==> config.mk <==
export PLATFORM = sky130hd
export DESIGN_NAME = famiclone_detect_flat
export DESIGN_NICKNAME = d
export VERILOG_FILES = /design/src/rtl/famiclone_pkg.sv /design/src/rtl/famiclone_detect_if.sv /design/src/rtl/ppu_rd_sampler.sv /design/src/rtl/famiclone_detect.sv /design/src/flat_wrapper.sv
export SDC_FILE = /design/constraint.sdc
export NUM_CORES = 1
export LEC_CHECK = 0
export ABC_AREA = 1
export CORE_AREA = 2 2 44 76
export CTS_CLUSTER_DIAMETER = 80
export DETAILED_ROUTE_END_ITERATION = 7
export DIE_AREA = 0 0 46 78
export GPL_TIMING_DRIVEN = 0
export PLACE_DENSITY = 0.83
export SLEW_MARGIN = 0
export SYNTH_ARGS = -nofsm -noshare
export SYNTH_HDL_FRONTEND = slang
export SYNTH_SLANG_ARGS = --single-unit
==> constraint.sdc <==
create_clock -name m2 -period 4.4 [get_ports m2]
set_input_delay 1.1 -clock m2 [delete_from_list [all_inputs] [get_ports m2]]
set_output_delay 1.1 -clock m2 [all_outputs]
set_load 0.05 [all_outputs]
==> src/rtl/famiclone_pkg.sv <==
// famiclone_pkg: shared types and encodings for the famiclone detector.
//   state_e          : detector FSM states
//   FORCE_*          : force_mode encodings (2'b11 behaves as auto)
//   cnt_width()      : counter width wide enough for every parameter
package famiclone_pkg;

  typedef enum logic [1:0] {
    INIT  = 2'd0,
    PROBE = 2'd1,
    DONE  = 2'd2
  } state_e;

  localparam logic [1:0] FORCE_AUTO    = 2'b00;
  localparam logic [1:0] FORCE_CLASSIC = 2'b01;
  localparam logic [1:0] FORCE_NEW     = 2'b10;

  function automatic int cnt_width(input int a, input int b, input int c, input int d);
    int m;
    m = a;
    if (b > m) m = b;
    if (c > m) m = c;
    if (d > m) m = d;
    return $clog2(m) + 1;
  endfunction

endpackage

==> src/rtl/famiclone_detect_if.sv <==
// famiclone_detect_if: PPU probe inputs, control inputs and detector status.
//   master : console/glue side, drives PPU lines, force_mode and restart
//   slave  : detector side, returns grounding/detection status
interface famiclone_detect_if #(
  parameter int CNT_W = 5
);
  logic             ppu_rd_in;
  logic             ppu_a13;
  logic             ppu_not_a13;
  logic [1:0]       force_mode;
  logic             restart;
  logic             ground_en;
  logic             init_done;
  logic             detect_done;
  logic             new_dendy;
  logic [CNT_W-1:0] mismatch_cnt;

  modport master (
    output ppu_rd_in, ppu_a13, ppu_not_a13, force_mode, restart,
    input  ground_en, init_done, detect_done, new_dendy, mismatch_cnt
  );

  modport slave (
    input  ppu_rd_in, ppu_a13, ppu_not_a13, force_mode, restart,
    output ground_en, init_done, detect_done, new_dendy, mismatch_cnt
  );
endinterface

==> src/rtl/ppu_rd_sampler.sv <==
// ppu_rd_sampler: registers the PPU /RD, A13 and /A13 lines on every m2
// rising edge and flags a falling edge of the registered /RD.
//   m2, reset           : clock, async active-high reset
//   ppu_rd_i            : PPU /RD (active low)
//   ppu_a13_i           : PPU A13
//   ppu_not_a13_i       : console /A13
//   a13_s_o, not_a13_s_o: A13 / not-A13 captured with the current rd sample
//   rd_fall_o           : one-cycle strobe, registered rd went 1 -> 0
module ppu_rd_sampler (
  input  logic m2,
  input  logic reset,
  input  logic ppu_rd_i,
  input  logic ppu_a13_i,
  input  logic ppu_not_a13_i,
  output logic a13_s_o,
  output logic not_a13_s_o,
  output logic rd_fall_o
);

  logic rd_q, rd_prev_q, a13_q, not_a13_q;

  // /RD idles high, so reset both rd stages high to avoid a spurious event.
  always_ff @(posedge m2 or posedge reset) begin
    if (reset) begin
      rd_q      <= 1'b1;
      rd_prev_q <= 1'b1;
      a13_q     <= 1'b0;
      not_a13_q <= 1'b0;
    end else begin
      rd_q      <= ppu_rd_i;
      rd_prev_q <= rd_q;
      a13_q     <= ppu_a13_i;
      not_a13_q <= ppu_not_a13_i;
    end
  end

  assign a13_s_o     = a13_q;
  assign not_a13_s_o = not_a13_q;
  assign rd_fall_o   = rd_prev_q & ~rd_q;

endmodule

==> src/rtl/famiclone_detect.sv <==
// famiclone_detect: power-on grounding window followed by a PPU read probe
// that detects clones ignoring CIRAM /CE ("new Dendy").
//   m2, reset : sole clock (rising edge), async active-high reset
//   bus       : slave modport of famiclone_detect_if (PPU lines, force_mode,
//               restart in; ground_en, init_done, detect_done, new_dendy,
//               mismatch_cnt out)
//
// state | meaning
// INIT  | grounding window, counts INIT_CYCLES m2 edges
// PROBE | collecting low/high A13 reads, counting A13 / not-A13 agreement
// DONE  | result frozen until restart or reset
module famiclone_detect
  import famiclone_pkg::*;
#(
  parameter int INIT_CYCLES        = 15,
  parameter int LOW_SAMPLES        = 3,
  parameter int HIGH_SAMPLES       = 3,
  parameter int MISMATCH_THRESHOLD = 1,
  parameter int CNT_W = cnt_width(INIT_CYCLES, LOW_SAMPLES, HIGH_SAMPLES, MISMATCH_THRESHOLD)
) (
  input logic               m2,
  input logic               reset,
  famiclone_detect_if.slave bus
);

  localparam logic [CNT_W-1:0] ONE        = CNT_W'(1);
  localparam logic [CNT_W-1:0] INIT_LOAD  = CNT_W'(INIT_CYCLES);
  localparam logic [CNT_W-1:0] LOW_LOAD   = CNT_W'(LOW_SAMPLES);
  localparam logic [CNT_W-1:0] HIGH_LOAD  = CNT_W'(HIGH_SAMPLES);
  localparam logic [CNT_W-1:0] THRESH_CNT = CNT_W'(MISMATCH_THRESHOLD);

  state_e           state_q, state_d;
  logic [CNT_W-1:0] init_cnt_q, init_cnt_d;
  logic [CNT_W-1:0] low_cnt_q, low_cnt_d;
  logic [CNT_W-1:0] high_cnt_q, high_cnt_d;
  logic [CNT_W-1:0] mismatch_cnt_q, mismatch_cnt_d;
  logic             detected_q, detected_d;

  logic a13_s, not_a13_s, rd_fall;

  ppu_rd_sampler u_sampler (
    .m2            (m2),
    .reset         (reset),
    .ppu_rd_i      (bus.ppu_rd_in),
    .ppu_a13_i     (bus.ppu_a13),
    .ppu_not_a13_i (bus.ppu_not_a13),
    .a13_s_o       (a13_s),
    .not_a13_s_o   (not_a13_s),
    .rd_fall_o     (rd_fall)
  );

  always_ff @(posedge m2 or posedge reset) begin
    if (reset) begin
      state_q        <= INIT;
      init_cnt_q     <= INIT_LOAD;
      low_cnt_q      <= LOW_LOAD;
      high_cnt_q     <= HIGH_LOAD;
      mismatch_cnt_q <= '0;
      detected_q     <= 1'b0;
    end else begin
      state_q        <= state_d;
      init_cnt_q     <= init_cnt_d;
      low_cnt_q      <= low_cnt_d;
      high_cnt_q     <= high_cnt_d;
      mismatch_cnt_q <= mismatch_cnt_d;
      detected_q     <= detected_d;
    end
  end

  always_comb begin
    state_d        = state_q;
    init_cnt_d     = init_cnt_q;
    low_cnt_d      = low_cnt_q;
    high_cnt_d     = high_cnt_q;
    mismatch_cnt_d = mismatch_cnt_q;
    detected_d     = detected_q;
    unique case (state_q)
      INIT: begin
        init_cnt_d = init_cnt_q - ONE;
        if (init_cnt_q == ONE) state_d = PROBE;
      end
      PROBE, DONE: begin
        // restart takes priority over a read event on the same edge
        if (bus.restart) begin
          state_d        = PROBE;
          low_cnt_d      = LOW_LOAD;
          high_cnt_d     = HIGH_LOAD;
          mismatch_cnt_d = '0;
          detected_d     = 1'b0;
        end else if (state_q == PROBE && rd_fall) begin
          // Agreement only counts while both halves are still open; once one
          // side is exhausted the remaining reads just close the other side.
          if (low_cnt_q != '0 && high_cnt_q != '0 && a13_s == not_a13_s &&
              mismatch_cnt_q != '1)
            mismatch_cnt_d = mismatch_cnt_q + ONE;
          if (!a13_s && low_cnt_q != '0)  low_cnt_d  = low_cnt_q - ONE;
          if (a13_s && high_cnt_q != '0)  high_cnt_d = high_cnt_q - ONE;
          if (mismatch_cnt_d >= THRESH_CNT) detected_d = 1'b1;
          if (low_cnt_d == '0 && high_cnt_d == '0) state_d = DONE;
        end
      end
      default: state_d = INIT;
    endcase
  end

  always_comb begin
    bus.ground_en    = (state_q == INIT);
    bus.init_done    = (state_q != INIT);
    bus.detect_done  = (state_q == DONE);
    bus.mismatch_cnt = mismatch_cnt_q;
    unique case (bus.force_mode)
      FORCE_CLASSIC: bus.new_dendy = 1'b0;
      FORCE_NEW:     bus.new_dendy = 1'b1;
      default:       bus.new_dendy = detected_q && (state_q != INIT);
    endcase
  end

endmodule
==> src/flat_wrapper.sv <==
// flat-port wrapper written by rule: the top's interface ports become plain ports
module famiclone_detect_flat import famiclone_pkg::*;
#(
  parameter int INIT_CYCLES        = 15,
  parameter int LOW_SAMPLES        = 3,
  parameter int HIGH_SAMPLES       = 3,
  parameter int MISMATCH_THRESHOLD = 1,
  parameter int CNT_W = cnt_width(INIT_CYCLES, LOW_SAMPLES, HIGH_SAMPLES, MISMATCH_THRESHOLD)
)
  (m2, reset, bus_ppu_rd_in, bus_ppu_a13, bus_ppu_not_a13, bus_force_mode, bus_restart, bus_ground_en, bus_init_done, bus_detect_done, bus_new_dendy, bus_mismatch_cnt);
  famiclone_detect_if #(.CNT_W(CNT_W)) bus_i ();
  input logic m2;
  input logic reset;
  input wire logic [$bits(bus_i.ppu_rd_in)-1:0] bus_ppu_rd_in;
  input wire logic [$bits(bus_i.ppu_a13)-1:0] bus_ppu_a13;
  input wire logic [$bits(bus_i.ppu_not_a13)-1:0] bus_ppu_not_a13;
  input wire logic [$bits(bus_i.force_mode)-1:0] bus_force_mode;
  input wire logic [$bits(bus_i.restart)-1:0] bus_restart;
  output wire logic [$bits(bus_i.ground_en)-1:0] bus_ground_en;
  output wire logic [$bits(bus_i.init_done)-1:0] bus_init_done;
  output wire logic [$bits(bus_i.detect_done)-1:0] bus_detect_done;
  output wire logic [$bits(bus_i.new_dendy)-1:0] bus_new_dendy;
  output wire logic [$bits(bus_i.mismatch_cnt)-1:0] bus_mismatch_cnt;
  assign bus_i.ppu_rd_in = bus_ppu_rd_in;
  assign bus_i.ppu_a13 = bus_ppu_a13;
  assign bus_i.ppu_not_a13 = bus_ppu_not_a13;
  assign bus_i.force_mode = bus_force_mode;
  assign bus_i.restart = bus_restart;
  assign bus_ground_en = bus_i.ground_en;
  assign bus_init_done = bus_i.init_done;
  assign bus_detect_done = bus_i.detect_done;
  assign bus_new_dendy = bus_i.new_dendy;
  assign bus_mismatch_cnt = bus_i.mismatch_cnt;
  famiclone_detect #(.INIT_CYCLES(INIT_CYCLES), .LOW_SAMPLES(LOW_SAMPLES), .HIGH_SAMPLES(HIGH_SAMPLES), .MISMATCH_THRESHOLD(MISMATCH_THRESHOLD), .CNT_W(CNT_W)) u_core (.m2(m2), .reset(reset), .bus(bus_i));
endmodule
==> reports/qor.yml <==
detailed_routing:
  routed_wl_um: 3250
  first_iter_violations: 17
  vias: 1375
  wl_per_cell_um: 12.5
  via_per_inst: 5.27
  first_pass_iters: 4
  drc: 0
  ant_nets: 0
worst_setup_path:
  cp_data_arrival_time_ps: 2850
  start_kind: "input port"
  cp_data_required_time_ps: 3300
  crit_path_end_kind: "output port"
  critPathMostFrequentCell: "clkdlybuf4s50_1"
  cpMaxStageDelayCell: "clkdlybuf4s50_1"
  worstPathCellList: "clkdlybuf4s50_1, inv_1, ha_1, o21ai_0, clkdlybuf4s50_1"
  crit_type: "in -> out"
  crit_path_max_incr_delay_ps: 820
  worstPathMaxFanout: 2
synth:
  synth_area_per_cell_um2: 7.94
  async_flop_share_pct: 100
  syn-num-nets: 234
  synthFlopType: "dfrtp_1"
  syn_inst: 213
  synth.ff_latch_count: 27
  yosysMostFrequentCell: "nand2_1"
  synth.distinct_cells: 28
  ys_seq_area_share_pct: 40.7
  yosysWarnings: 0
  synthesis.area_um2: 1690
  synthTopCellsByArea: "dfrtp_1 (25%), dfstp_2 (16%), nand2_1 (12%), ha_1 (9.6%), inv_1 (7.1%)"
  synthTopCellsByCount: "nand2_1 (53), inv_1 (32), nor2_1 (18), dfrtp_1 (17), ha_1 (13)"
  synth_top_area_share_pct: 25.2
  synth.largest_area_cell: "dfrtp_1"
  synth-edff-count: 0
clock_tree:
  cts-root-buf: "clkbuf_8"
  clk_pin_slew_worst_paths_ps: 90
  htreeDepth: 1
  cts_inserted_buffers: 3
  clk_latency_ps: 280
  ctsHoldBuffers: 0
  cts_tree: "done"
  post_cts_resized: 0
  clockBufferDepth: 2
  post_cts.repair.setup_buffers: 0
  clock-sinks: 27
pwr:
  switching_share_pct: 42.1
  pwr-share-comb_pct: 43.0
  switching_power_mw: 0.370
  pwr-share-seq_pct: 40.2
  cellLeakagePower_nw: 0.984
  total_power_mw: 0.880
  clkPwrFrac_pct: 16.8
  power_density_nw_per_um2: 455
  ir_drop_uv: 402
  p_int_mw: 0.510
sta:
  finalCritPeriodShare_pct: 89.8
  setup_viol: 0
  worst_pin_slew_ps: 999
  slew_violations: 0
  finClkSkew_ps: 7.58
  rsz0062_at_grt: "false"
  fin_crit_ps: 3950
  setup_tns_ps: 0
  fmax_ghz: 0.253
  relSlewSlack_pct: 33.3
  hold_viol: 0
grt:
  grt_usage_pct: 22.5
  grt_pass1_vias: 1462
  grt_pass1_wl_um: 6000
  grt_remaining_overflow: 0
  antenna_found_initial: 0
  grt_max_degree: 28
floorplan:
  die_area_um2: 3590
  ios: 17
  start_util_pct: 57.7
  die_w_um: 46
  rows: 26
  die_h_um: 78
  core-area_um2: 2930
final_layout:
  final-seq-area_um2: 688
  final_nets: 255
  multi_input_area_um2: 867
  drive_gt1_share_pct: 12.9
  design_area_um2: 1930
  fin_cells: 261
  syn2layout_area_growth_pct: 14.3
  fillers: 255
  n_antenna_cell: 0
min_path:
  hold_class: "reg -> reg"
place:
  io_buffers: 16
  place_congestion: 0.817
  dpl.hpwl_um: 2470
  place_area_um2: 1890
  dp.cells: 257
run_status:
  status: "complete, no violations"
run:
  max_cap_viol_count: 0
[power groups by stage]
| stage | logic (mW) | clock network [mW] | registers (mW) |
|---|---|---|---|
| finish | 0.378 | 0.148 | 0.354 |
| global route | 0.429 | 0.157 | 0.361 |
| CTS | 0.383 | 0.148 | 0.354 |
| detailed placement | 0.380 | 0 | 0.358 |
| global placement | 0.373 | 0 | 0.357 |
| floorplan | 0.279 | 0 | 0.358 |
[critical path: cells and delay by family]
family / cells / cell delay (ps)
fa+ha+maj: 1 / 290
compound gates: 1 / 150
buf+inv: 3 / 1310
[state kept, by name, indices dropped and copies added (netlist names)]
| name | count |
|---|---|
| u_core.bus.mismatch_cnt | 5 |
| u_core.high_cnt_q | 5 |
| u_core.init_cnt_q | 5 |
| u_core.low_cnt_q | 5 |
| u_core.state_q | 2 |
| u_core.detected_q | 1 |
| u_core.u_sampler.a13_s_o | 1 |
| u_core.u_sampler.not_a13_s_o | 1 |
| u_core.u_sampler.rd_prev_q | 1 |
| u_core.u_sampler.rd_q | 1 |
[cell families (layout without fill, tap and decap cells)]
| group | count (synthesis) | in the layout | synth area share, % |
|---|---|---|---|
| adders and majority gates | 13 | 13 | 9.62 |
| xor gates and xnor gates | 9 | 9 | 5.11 |
| and+or+nand+nor | 102 | 102 | 27.5 |
| buffers and inverters | 36 | 56 | 7.99 |
| DFF | 27 | 27 | 40.7 |
| AOI/OAI and AO/OA | 26 | 26 | 9.03 |
[path summary, 6_finish.rpt]
check | startpoint | end | slack, ps | cells after the start
max | bus_force_mode[0] | bus_new_dendy | 450 | 5
min reg2reg | u_core.u_sampler.rd_q$_DFF_PP1_ | u_core.u_sampler.rd_prev_q$_DFF_PP1_ | 370 | 0
min | u_core.u_sampler.rd_q$_DFF_PP1_ | u_core.u_sampler.rd_prev_q$_DFF_PP1_ | 370 | 0
max in group asynchronous | reset | u_core.high_cnt_q[2]$_DFFE_PP0P_ | 2440 | 2
min in group asynchronous | reset | u_core.bus.mismatch_cnt[3]$_DFFE_PP0P_ | 1350 | 2
max reg2reg | u_core.bus.mismatch_cnt[0]$_DFFE_PP0P_ | u_core.detected_q$_DFFE_PP0P_ | 2390 | 11
[metrics by stage]
stage / hold WS [ps] / setup WS, ps / utilization (%)
after global routing: 384 / 361 / 66.0
after global placement: 359 / 446 / 64.4
after CTS: 374 / 434 / 66.0
final: 372 / 447 / 66.0
after detailed placement: 358 / 450 / 64.4
after floorplan: 354 / 791 / -
[area by class of cell]
| cell class | instances | area share, % |
|---|---|---|
| inverter | 36 | 6.99 |
| multi-input combinational | 150 | 44.9 |
| sequential | 27 | 35.6 |
| clock inverter | 1 | 0.259 |
| timing repair buffer | 16 | 8.29 |
| tap | 28 | 1.81 |
| clock buffer | 3 | 2.14 |
[per-layer routing]
layer	vias up	part of all wire, %	track usage [%]
met5	-	0	0
met3	6	2.2	2.33
met2	20	55	40.1
met4	0	2.6	10.3
met1	639	40	24.8
li1	710	-	-
[cell usage in the layout (no fill, tap or decap), types with 2 or more instances in the layout]
cell type        count
a21oi_1              6
a22o_1               2
clkbuf_8             3
clkdlybuf4s50_1     16
clkinv_1             3
dfrtp_1             17
dfstp_2             10
ha_1                13
inv_1               32
nand2_1             53
nand2_2              7
nand3_1             11
nand4_1              4
nor2_1              18
nor2_2               4
o21ai_0              8
o22ai_1              6
xor2_1               7
Note: power is estimated with default switching activity, not from simulation.
